<file path="src/rtl/upd7800_pkg.sv">
// Shared types and default constants for the uPD7800 bus target.
package upd7800_pkg;

    localparam int unsigned ADDR_W      = 16;
    localparam int unsigned DATA_W      = 8;
    localparam int unsigned DEF_TIMEOUT = 16;
    localparam logic [ADDR_W-1:0] DEF_WP_TOP = 16'h0FFF;

    typedef enum logic [2:0] {
        IDLE,
        RD_REQ,
        RD_HOLD,
        WR_CAPT,
        WR_REQ
    } state_e;

    // Address/data pair presented to the backend.
    typedef struct packed {
        logic [ADDR_W-1:0] addr;
        logic [DATA_W-1:0] data;
    } mem_req_t;

endpackage

</file>
<file path="src/rtl/upd7800_strobe_edge.sv">
// Per-strobe history register with falling/rising edge flags.
// Edges are suppressed for the first cycle after reset so a strobe already low at release is ignored.
module upd7800_strobe_edge (
    input  logic clk_i,
    input  logic rst_i,
    input  logic strobe_i,
    output logic fall_c,
    output logic rise_c
);

    logic hist_q;
    logic armed_q;

    always_ff @(posedge clk_i) begin
        if (rst_i) begin
            hist_q  <= 1'b1;
            armed_q <= 1'b0;
        end else begin
            hist_q  <= strobe_i;
            armed_q <= 1'b1;
        end
    end

    assign fall_c = armed_q & hist_q & ~strobe_i;
    assign rise_c = armed_q & ~hist_q & strobe_i;

endmodule

</file>
<file path="src/rtl/upd7800_bus_target.sv">
// uPD7800 CPU bus to request/acknowledge backend bridge with timeout and abort handling.
// Optional low-address write protection enabled by defining UPD7800_BUS_TARGET_WP_EN.
module upd7800_bus_target
    import upd7800_pkg::*;
#(
    parameter int unsigned       TIMEOUT = DEF_TIMEOUT,
    parameter logic [ADDR_W-1:0] WP_TOP  = DEF_WP_TOP
) (
    input  logic              CLK,
    input  logic              RESET,
    input  logic [ADDR_W-1:0] A,
    input  logic [DATA_W-1:0] DB_I,
    output logic [DATA_W-1:0] DB_O,
    output logic              DB_OE,
    input  logic              M1,
    input  logic              RDB,
    input  logic              WRB,
    output logic [ADDR_W-1:0] MEM_A,
    output logic [DATA_W-1:0] MEM_D,
    output logic              MEM_RE,
    output logic              MEM_WE,
    input  logic [DATA_W-1:0] MEM_Q,
    input  logic              MEM_ACK,
    output logic              FETCH,
    output logic              ERR
);

    localparam int unsigned CNT_W = $clog2(TIMEOUT + 1);

`ifdef UPD7800_BUS_TARGET_WP_EN
    localparam bit WP_EN = 1'b1;
`else
    localparam bit WP_EN = 1'b0;
`endif

    logic rd_fall_c, rd_rise_c, wr_fall_c, wr_rise_c;

    upd7800_strobe_edge u_rd_edge (
        .clk_i    (CLK),
        .rst_i    (RESET),
        .strobe_i (RDB),
        .fall_c   (rd_fall_c),
        .rise_c   (rd_rise_c)
    );

    upd7800_strobe_edge u_wr_edge (
        .clk_i    (CLK),
        .rst_i    (RESET),
        .strobe_i (WRB),
        .fall_c   (wr_fall_c),
        .rise_c   (wr_rise_c)
    );

    state_e            state_q, state_d;
    mem_req_t          req_q, req_d;
    logic [DATA_W-1:0] db_o_q, db_o_d;
    logic              db_oe_q, db_oe_d;
    logic              mem_re_q, mem_re_d;
    logic              mem_we_q, mem_we_d;
    logic              fetch_q, fetch_d;
    logic              err_q, err_d;
    logic              m1_flag_q, m1_flag_d;
    logic [CNT_W-1:0]  cnt_q, cnt_d;

    logic [CNT_W-1:0]  cnt_inc_c;
    logic              timeout_c;
    logic              wp_hit_c;

    // Saturating wait counter; timeout fires in the cycle the count reaches TIMEOUT.
    assign cnt_inc_c = (cnt_q == CNT_W'(TIMEOUT)) ? cnt_q : cnt_q + CNT_W'(1);
    assign timeout_c = (cnt_inc_c == CNT_W'(TIMEOUT));
    assign wp_hit_c  = WP_EN && (req_q.addr <= WP_TOP);

    always_ff @(posedge CLK) begin
        if (RESET) begin
            state_q   <= IDLE;
            req_q     <= '0;
            db_o_q    <= '0;
            db_oe_q   <= 1'b0;
            mem_re_q  <= 1'b0;
            mem_we_q  <= 1'b0;
            fetch_q   <= 1'b0;
            err_q     <= 1'b0;
            m1_flag_q <= 1'b0;
            cnt_q     <= '0;
        end else begin
            state_q   <= state_d;
            req_q     <= req_d;
            db_o_q    <= db_o_d;
            db_oe_q   <= db_oe_d;
            mem_re_q  <= mem_re_d;
            mem_we_q  <= mem_we_d;
            fetch_q   <= fetch_d;
            err_q     <= err_d;
            m1_flag_q <= m1_flag_d;
            cnt_q     <= cnt_d;
        end
    end

    always_comb begin
        state_d   = state_q;
        req_d     = req_q;
        db_o_d    = db_o_q;
        db_oe_d   = db_oe_q;
        mem_re_d  = mem_re_q;
        mem_we_d  = mem_we_q;
        m1_flag_d = m1_flag_q;
        cnt_d     = cnt_q;
        fetch_d   = 1'b0;
        err_d     = 1'b0;

        unique case (state_q)
            IDLE: begin
                if (rd_fall_c) begin
                    // A simultaneous write strobe loses to the read and is flagged.
                    req_d.addr = A;
                    m1_flag_d  = M1;
                    mem_re_d   = 1'b1;
                    cnt_d      = '0;
                    err_d      = wr_fall_c;
                    state_d    = RD_REQ;
                end else if (wr_fall_c) begin
                    req_d.addr = A;
                    req_d.data = DB_I;
                    state_d    = WR_CAPT;
                end
            end
            RD_REQ: begin
                err_d = wr_fall_c;
                cnt_d = cnt_inc_c;
                // Abort wins over a coincident ACK so DB_OE never rises with RDB already high.
                if (rd_rise_c || (!MEM_ACK && timeout_c)) begin
                    mem_re_d = 1'b0;
                    err_d    = 1'b1;
                    state_d  = IDLE;
                end else if (MEM_ACK) begin
                    db_o_d   = MEM_Q;
                    db_oe_d  = 1'b1;
                    mem_re_d = 1'b0;
                    fetch_d  = m1_flag_q;
                    state_d  = RD_HOLD;
                end
            end
            RD_HOLD: begin
                err_d = wr_fall_c;
                if (rd_rise_c) begin
                    db_oe_d = 1'b0;
                    state_d = IDLE;
                end
            end
            WR_CAPT: begin
                err_d = rd_fall_c;
                if (!WRB) begin
                    req_d.addr = A;
                    req_d.data = DB_I;
                end else if (wr_rise_c) begin
                    if (wp_hit_c) begin
                        err_d   = 1'b1;
                        state_d = IDLE;
                    end else begin
                        mem_we_d = 1'b1;
                        cnt_d    = '0;
                        state_d  = WR_REQ;
                    end
                end
            end
            WR_REQ: begin
                err_d = rd_fall_c;
                cnt_d = cnt_inc_c;
                if (MEM_ACK) begin
                    mem_we_d = 1'b0;
                    state_d  = IDLE;
                end else if (timeout_c) begin
                    mem_we_d = 1'b0;
                    err_d    = 1'b1;
                    state_d  = IDLE;
                end
            end
            default: begin
                state_d = IDLE;
            end
        endcase
    end

    assign DB_O   = db_o_q;
    assign DB_OE  = db_oe_q;
    assign MEM_A  = req_q.addr;
    assign MEM_D  = req_q.data;
    assign MEM_RE = mem_re_q;
    assign MEM_WE = mem_we_q;
    assign FETCH  = fetch_q;
    assign ERR    = err_q;

endmodule

</file>
<file path="config.mk">
export PLATFORM = sky130hd
export DESIGN_NAME = upd7800_bus_target
export DESIGN_NICKNAME = d
export VERILOG_FILES = /design/src/rtl/upd7800_pkg.sv /design/src/rtl/upd7800_strobe_edge.sv /design/src/rtl/upd7800_bus_target.sv
export SDC_FILE = /design/constraint.sdc
export NUM_CORES = 1
export LEC_CHECK = 0
export ABC_CLOCK_PERIOD_IN_PS = 1800
export BUFFER_PORTS_ARGS = -buffer_cell sky130_fd_sc_hd__buf_2
export CAP_MARGIN = 30
export CELL_PAD_IN_SITES_DETAIL_PLACEMENT = 1
export CELL_PAD_IN_SITES_GLOBAL_PLACEMENT = 2
export CORE_MARGIN = 5
export CORE_UTILIZATION = 26
export CTS_BUF_LIST = sky130_fd_sc_hd__clkbuf_16
export CTS_CLUSTER_SIZE = 30
export DETAILED_ROUTE_END_ITERATION = 7
export GPL_TIMING_DRIVEN = 1
export MAX_ROUTING_LAYER = met4
export PLACE_DENSITY = 0.8
export SLEW_MARGIN = 20
export SYNTH_ARGS = -nofsm -noshare
export SYNTH_HDL_FRONTEND = slang
export SYNTH_HIERARCHICAL = 1
export SYNTH_SLANG_ARGS = --single-unit
</file>
<file path="constraint.sdc">
create_clock -name CLK -period 1.8 [get_ports CLK]
set_clock_uncertainty 0.05 [all_clocks]
set_input_delay 0.36 -clock CLK [delete_from_list [all_inputs] [get_ports CLK]]
set_output_delay 0.36 -clock CLK [all_outputs]
set_load 0.005 [all_outputs]
</file>
==> metrics.yaml <==
place:
  placed_cell_area_um2: 2790
  io_buffers: 74
  dp_hpwl_um: 4510
  place_ws_ns: -0.113
  place_congestion: 0.777
global_route:
  grt_pass1_vias: 2171
  grt_max_degree: 54
  grt_antenna_before_repair: 0
  grt_use_total_pct: 12.4
  grt_pass1_wl_um: 10100
  grt-ovfl-total: 0
setup_path:
  worstPathCellList: "inv_4 > ha_4 > nor4bb_4 > a22o_1 > o211ai_2 > nand2b_1 > o41ai_2"
  cp.arrival_ns: 1.92
  cp-end-kind: "flop"
  crit-reg2reg-launch: "cnt_q[0]$_SDFFE_PP0P_"
  crit_start: "cnt_q[0]$_SDFFE_PP0P_"
  cp_max_fo: 4
  slowest_delay_ns: 0.39
  r2r_end: "MEM_RE$_SDFFE_PP0P_"
  slowest_stage: "dfxtp_4"
  crit_end: "MEM_RE$_SDFFE_PP0P_"
  critPathBufInv: 1
  ff2ff_setup_slack_ns: 0.02
  critPathRequiredTime_ns: 1.94
  crit_cells: 7
  critical_path_class: "reg2reg"
  startpoint_type: "flop"
  worstRegToRegCells: 7
  cp_top_family: "compound AO/OA/AOI/OAI gates"
sta:
  fin_ws_ns: 0.0237
  setup_viol: 0
  grt_setup_unrepaired: "true"
  tightest_slew_ns: 0.454
  timing.slew.headroom_pct: 69.5
  slew_violations: 0
  hold_viol_final: 0
  min_period_over_period_pct: 98.7
  max_freq_ghz: 0.563
  finalSetupTns_ns: 0
  hold_ws_ns: 0.244
  fin_crit_ns: 1.78
floorplan:
  placeableCoreArea_um2: 8300
  io_pins: 75
  die_area_um2: 10500
  initial_core_util_pct: 26.9
  die_y_um: 103
  die_w_um: 103
  row_count: 33
final_layout:
  finish.instance_area_um2: 3070
  area_growth_pct: 37.3
  final_layout_size_suffix_gt1_share_pct: 39.3
  nets: 365
  antenna_cells: 0
yosys:
  seq_area_frac_synth_pct: 44.8
  synth.distinct_cells: 46
  synth_area_per_cell_um2: 9.27
  syn-num-nets: 281
  synth_flop_cell: "dfxtp_1"
  synthesis.area_um2: 2230
  ys_async_sr_fraction_pct: 0
  netlist_instances: 241
  ys.warnings.count: 6
  synth-edff-count: 0
  synth-seq-cells: 50
detailed_routing:
  ant_nets: 0
  wl_um: 6200
  drt_iter0_markers: 67
  drtPass1Iterations: 4
  wl_per_cell_um: 14.4
  routed_via_density: 4.69
  vias: 2023
  drc: 0
cts:
  clk_pin_slew_worst_paths_ns: 0.07
  clock_sinks: 50
  numCtsBuffers: 5
  clock_path_buffers: 2
  cts_root_buf: "clkbuf_16"
  cts_tree: "yes"
  hold_buffers: 0
  clk_latency_ns: 0.29
  h-tree-depth: 2
power:
  power_w: 0.00289
  power_density_nw_per_um2: 942
  vdd_drop_max_mv: 0.438
  p_leak_nw: 1.32
worst_hold_path:
  hold_path_class: "in2reg"
  hold_path_depth: 2
outcome:
  status: "completed"
run:
  cap_violations: 0
-- placed cells by master, fill, tap and decap left out, types with 4 or more instances in the layout --
| cell type | synthesis | routed |
|---|---|---|
| dfxtp_1 | 50 | 46 |
| buf_4 | 1 | 13 |
| clkbuf_16 | 0 | 5 |
| buf_2 | 1 | 74 |
| a21oi_1 | 17 | 16 |
| nor2_1 | 35 | 35 |
| nand2b_1 | 4 | 4 |
| mux2i_1 | 26 | 26 |
| nand2_1 | 19 | 19 |
| nand3_1 | 11 | 11 |
| and3b_2 | 4 | 4 |
| nand3b_1 | 4 | 4 |
-- logic make-up (layout without fill, tap and decap cells) --
| family | Yosys count | in the layout | synth area share [%] |
|---|---|---|---|
| AO/OA/AOI/OAI | 44 | 44 | 14.3 |
| XOR/XNOR | 1 | 1 | 0.392 |
| adder cells (fa/ha/maj) | 2 | 2 | 1.12 |
| buffers and inverters | 19 | 104 | 4.26 |
| flip-flops | 50 | 50 | 44.8 |
| multiplexers | 26 | 26 | 11.6 |
| AND/OR/NAND/NOR | 99 | 99 | 23.5 |
-- synth_stat cells, types with 2 or more instances --
cell type / count / area (um2)
a21o_1: 2 / 15.0
inv_1: 5 / 18.8
and3b_2: 4 / 40.0
mux2i_1: 26 / 260
a21oi_1: 17 / 85.1
nor2_1: 35 / 131
o21a_1: 2 / 15.0
nand3b_1: 4 / 30.0
nor2b_1: 4 / 25.0
o211ai_1: 2 / 15.0
clkbuf_1: 10 / 37.5
nand2_1: 19 / 71.3
nor3_1: 4 / 20.0
a211oi_1: 2 / 15.0
nand3_1: 11 / 55.1
o21ai_0: 3 / 15.0
o21ai_1: 2 / 10.0
or2_1: 2 / 12.5
or3_1: 2 / 12.5
ha_1: 2 / 25.0
a211o_1: 2 / 17.5
a21oi_4: 2 / 32.5
nand2b_1: 4 / 25.0
o31ai_1: 3 / 22.5
dfxtp_1: 50 / 1000
nor3b_1: 2 / 15.0
-- timing repair --
action | CTS | global route
pin swaps | 5 | 6
endpoints found under the hold margin | 0 | 0
gates resized for setup | 8 | 14
endpoints found under the setup margin | 6 | 15
buffers inserted | 3 | 2
-- flip-flops by register name, summed over array words and instances (netlist names) --
| signal | count |
|---|---|
| MEM_A | 16 |
| DB_O | 8 |
| MEM_D | 8 |
| cnt_q | 5 |
| state_q | 3 |
| DB_OE | 1 |
| ERR | 1 |
| FETCH | 1 |
| MEM_RE | 1 |
| MEM_WE | 1 |
| m1_flag_q | 1 |
| u_rd_edge/armed_q | 1 |
| u_rd_edge/hist_q | 1 |
| u_wr_edge/armed_q | 1 |
| u_wr_edge/hist_q | 1 |
-- worst min-delay path by stage --
| stage | slack [ns] | endpoint | start |
|---|---|---|---|
| 5_1_grt | 0.25 | u_rd_edge/hist_q$_SDFF_PP1_ | RDB |
| 6_report | 0.24 | u_rd_edge/hist_q$_SDFF_PP1_ | RDB |
| 4_1_cts | 0.24 | u_rd_edge/hist_q$_SDFF_PP1_ | RDB |
| 3_3_place_gp | 0.39 | DB_O[2]$_SDFFE_PP0P_ | DB_O[2]$_SDFFE_PP0P_ |
| 2_1_floorplan | 0.37 | u_rd_edge/armed_q$_DFF_P_ | RESET |
| 3_5_place_dp | 0.40 | DB_O[0]$_SDFFE_PP0P_ | DB_O[0]$_SDFFE_PP0P_ |
-- layout make-up --
class	instances	area, um2
fill	966	5230
multi-input combinational	172	1190
sequential	50	1010
timing repair buffer	91	539
tap	105	131
clock buffer	5	125
clock inverter	3	43.8
inverter	5	23.8
-- routing by layer --
metal / share of wire, % / GRT usage, % / up-vias
li1: - / - / 1001
met1: 45 / 15.1 / 966
met2: 49 / 20.0 / 52
met3: 5.7 / 3.45 / 4
met4: 0.39 / 3.33 / 0
met5: 0 / - / -
-- per-stage QoR --
step                instances  util, %
floorplan                 241        -
global placement          418     33.6
detailed placement        418     33.6
CTS                       429     36.2
global route              431     37.0
finish                    431     37.0
-- where the power goes --
part / total, W / leakage (nW) / switching, W / internal [W]
sequential: 0.00123 / 0.410 / 0.0000546 / 0.00118
combinational: 0.000565 / 0.828 / 0.000279 / 0.000286
clock: 0.00109 / 0.0842 / 0.000432 / 0.000659
total: 0.00289 / 1.32 / 0.000766 / 0.00212
Power figures use the tool's default switching activity.
